==> src/rtl/universal_reg.sv <==
// universal_reg: WIDTH-bit edge-triggered register with eight operating modes
// (hold, load, shift left/right, rotate left/right, count up/down), an enable,
// true/complemented outputs and single-cycle sout/co status pulses.
module universal_reg #(
    parameter int               WIDTH   = 8,
    parameter logic [WIDTH-1:0] RST_VAL = '0
) (
    input  logic             clk,
    input  logic             rst,
    input  logic             en,
    input  logic [2:0]       mode,
    input  logic [WIDTH-1:0] D,
    input  logic             sin_l,
    input  logic             sin_r,
    output logic [WIDTH-1:0] Q,
    output logic [WIDTH-1:0] Qp,
    output logic             sout,
    output logic             co,
    output logic             zero
);

    typedef enum logic [2:0] {
        MODE_HOLD = 3'b000,
        MODE_LOAD = 3'b001,
        MODE_SHL  = 3'b010,
        MODE_SHR  = 3'b011,
        MODE_ROL  = 3'b100,
        MODE_ROR  = 3'b101,
        MODE_UP   = 3'b110,
        MODE_DOWN = 3'b111
    } mode_e;

    localparam logic [WIDTH:0] ONE = {{WIDTH{1'b0}}, 1'b1};

    logic [WIDTH-1:0] q_q, q_d;
    logic             sout_q, sout_d;
    logic             co_q, co_d;

    // Extra top bit carries the wrap-around flag for both count directions:
    // overflow on increment, borrow on decrement.
    logic [WIDTH:0] inc_sum;
    logic [WIDTH:0] dec_sum;

    assign inc_sum = {1'b0, q_q} + ONE;
    assign dec_sum = {1'b0, q_q} - ONE;

    // Next-state selection; sout/co default to 0 so they pulse for one cycle only.
    always_comb begin
        q_d    = q_q;
        sout_d = 1'b0;
        co_d   = 1'b0;
        if (en) begin
            case (mode_e'(mode))
                MODE_HOLD: q_d = q_q;
                MODE_LOAD: q_d = D;
                MODE_SHL: begin
                    q_d    = {q_q[WIDTH-2:0], sin_l};
                    sout_d = q_q[WIDTH-1];
                end
                MODE_SHR: begin
                    q_d    = {sin_r, q_q[WIDTH-1:1]};
                    sout_d = q_q[0];
                end
                MODE_ROL: begin
                    q_d    = {q_q[WIDTH-2:0], q_q[WIDTH-1]};
                    sout_d = q_q[WIDTH-1];
                end
                MODE_ROR: begin
                    q_d    = {q_q[0], q_q[WIDTH-1:1]};
                    sout_d = q_q[0];
                end
                MODE_UP: begin
                    q_d  = inc_sum[WIDTH-1:0];
                    co_d = inc_sum[WIDTH];
                end
                MODE_DOWN: begin
                    q_d  = dec_sum[WIDTH-1:0];
                    co_d = dec_sum[WIDTH];
                end
                default: q_d = q_q;
            endcase
        end
    end

    // State register with asynchronous reset to RST_VAL.
    always_ff @(posedge clk or posedge rst) begin
        if (rst) begin
            q_q    <= RST_VAL;
            sout_q <= 1'b0;
            co_q   <= 1'b0;
        end else begin
            q_q    <= q_d;
            sout_q <= sout_d;
            co_q   <= co_d;
        end
    end

    // Complement and zero flag come straight from Q so they never lag it.
    assign Q    = q_q;
    assign Qp   = ~q_q;
    assign zero = (q_q == '0);
    assign sout = sout_q;
    assign co   = co_q;

endmodule

==> config.mk <==
export PLATFORM = sky130hd
export DESIGN_NAME = universal_reg
export DESIGN_NICKNAME = d
export VERILOG_FILES = /design/src/rtl/universal_reg.sv
export SDC_FILE = /design/constraint.sdc
export NUM_CORES = 1
export LEC_CHECK = 0
export ABC_AREA = 1
export CAP_MARGIN = 40
export CORE_MARGIN = 2
export CORE_UTILIZATION = 49
export DETAILED_ROUTE_END_ITERATION = 7
export PLACE_DENSITY = 0.92
export REMOVE_ABC_BUFFERS = 1
export SYNTH_ARGS = -nofsm -noshare
export SYNTH_HDL_FRONTEND = slang
export SYNTH_SLANG_ARGS = --single-unit
==> constraint.sdc <==
create_clock -name clk -period 3 [get_ports clk]
set_input_delay 0.6 -clock clk [delete_from_list [all_inputs] [get_ports clk]]
set_output_delay 0.6 -clock clk [all_outputs]
set_load 0.02 [all_outputs]
==> flow_summary.toml <==
[clocking]
clkSlewWorstSetupHoldPaths_ns = 0.08
cts-root-buf = "clkbuf_4"
numCtsBuffers = 3
post_cts_buffers = 0
cts_tree = "built"
cts_resized = 0
clock_tree.htree_level_count = 1
insertion_delay_ns = 0.28
cts_buffer_depth = 2
ctsHoldBuffers = 0
cts.sinks = 10

[timing]
hold_slack_ns = 0.606
final_max_slew_viol_count = 0
clock_skew_ns = 0.0115
fmax_mhz = 386
layout_min_cycle_time_ns = 2.59
finalCritPeriodShare_pct = 86.4
setup_viol = 0
rsz0062_at_grt = "no"
finalSetupTns_ns = 0
worst_slew_pin_slew_ns = 0.419
hold_viol_final = 0
relSlewSlack_pct = 72.1

[detailed_routing]
antenna_left = 0
vias = 1368
post_drt_via_cell_ratio = 5.61
drc_errors = 0
routedWlPerCell_um = 14.0
wl_mm = 3.42
first_pass_iters = 5
dr.first_iter.drc_count = 65

[run]
cap_violations = 0

[setup_path]
worstPathRequired_ns = 2.40
worstPathArrival_ns = 1.99
cp_max_fo = 13
path_class = "flop to primary output"
crit_path_start_kind = "flop"
end_kind = "primary output"

[logic_synthesis]
yosysTopAreaCell = "dfrtp_1"
synth_top_area_share_pct = 23.5
synth_area_leaders = "dfrtp_1 24%, nand2_1 19%, nand3_1 12%, nor2_1 8.1%, inv_1 6.3%"
synth_seq_cells = 10
yosysWarnings = 0
netlist_area_um2 = 1060
yosysUniqueCellTypes = 23
syn_inst = 184
ys_seq_area_share_pct = 23.5
avgSynthCellArea_um2 = 5.79

[min_path]
hp-class = "input pin to asynchronous set/reset pin"

[grt]
overflow = 0
grt_pass1_wl_mm = 5.80
grtUsageTotal_pct = 29.7
antenna_found_initial = 0
grt_max_degree = 15
grt_pass1_vias = 1249

[floorplanning]
boundaryPins = 35
row_count = 16
start_util_pct = 53.2
die_h_um = 50.6
die_w_um = 50.6
core_um2 = 2000
fp.dieArea_um2 = 2560

[placement]
place_hpwl_mm = 2.64
io_buffer_count = 34
gp_congestion = 1.00

[layout]
layout.nets = 237
syn2layout_area_growth_pct = 35.4
layout_commonest_cell = "nand2_1"
drive_above_1_share_pct = 5.99
diodes = 0
final_cell_mix = "54 x nand2_1, 34 x clkdlybuf4s50_1, 26 x nand3_1"

[power_and_ir_drop]
pwr_density_cell_nw_per_um2 = 535
vdd_drop_max_mv = 0.390
leakage_nw = 0.678

[status]
status = "finished clean"
-- synth_stat cells --
library cell   n
or2_2          3
nand4_1        8
o21ai_1        3
inv_1         18
nand2_1       54
dfrtp_1       10
buf_2          3
clkinv_1       1
o21ai_0       13
a21oi_2        1
a31oi_1        1
ha_1           3
buf_6          1
nor2_1        23
o211ai_1       2
a21oi_1        6
o22ai_1        1
nor2_4         1
inv_2          3
nor3_1         1
nand3_2        1
buf_4          1
nand3_1       26
-- sequential cells by signal, indices dropped and copies added (netlist names) --
register / flops
co: 1
sout: 1
Q: 8
-- metrics by stage --
step	worst slack [ns]	area [um^2]	util, %	instances	total power [mW]
after floorplan	1.10	1030	-	179	0.454
after global placement	0.778	1410	70.2	240	0.638
after detailed placement	0.715	1410	70.2	240	0.642
after CTS	0.402	1440	72.0	244	0.770
after global routing	0.271	1440	72.0	244	0.830
final	0.408	1440	72.0	244	0.771
-- final cells by class --
cell class / instances / area (um^2)
Multi-Input combinational cell: 147 / 698
Timing Repair Buffer: 34 / 340
Fill cell: 171 / 561
Inverter: 22 / 82.6
Sequential cell: 10 / 250
Clock buffer: 4 / 36.3
Tap cell: 27 / 33.8
-- worst paths after layout --
check | start | endpoint | slack, ns | depth (start not counted)
max | Q[5] | zero | 0.41 | 6
min | rst | Q[6] | 0.61 | 2
max reg2reg | Q[0] | Q[4] | 1.20 | 9
min reg2reg | Q[7] | Q[7] | 0.65 | 2
max in group asynchronous | rst | Q[1] | 2.10 | 2
min in group clk | Q[7] | Q[7] | 0.65 | 2
-- cell families after synthesis --
group                      synth area share [%]
and+or+nand+nor                            48.3
AOI/OAI and AO/OA                          13.7
buffers and inverters                      10.9
DFF                                        23.5
adders and majority gates                  3.53
-- critical path: stages, from the launching register on --
cell and delay, ns:
dfrtp_1 0.53, nor2_1 0.25, nand3_1 0.10, inv_1 0.09
nand2_1 0.05, nor2_1 0.09, clkdlybuf4s50_1 0.60
-- power breakdown --
| group | switching [mW] | total (mW) | internal [mW] |
|---|---|---|---|
| Sequential | 0.0624 | 0.222 | 0.159 |
| Combinational | 0.248 | 0.424 | 0.176 |
| Clock | 0.0514 | 0.125 | 0.0738 |
-- metal layers --
| metal | wire length (um) | track usage, % | vias to the layer above |
|---|---|---|---|
| li1 | - | - | 669 |
| met1 | 1380 | 39.1 | 601 |
| met2 | 1620 | 50.4 | 88 |
| met3 | 314 | 4.46 | 10 |
| met4 | 95 | 8.11 | 0 |
| met5 | 0 | 0 | - |
Note: power is estimated with default switching activity, not from simulation.
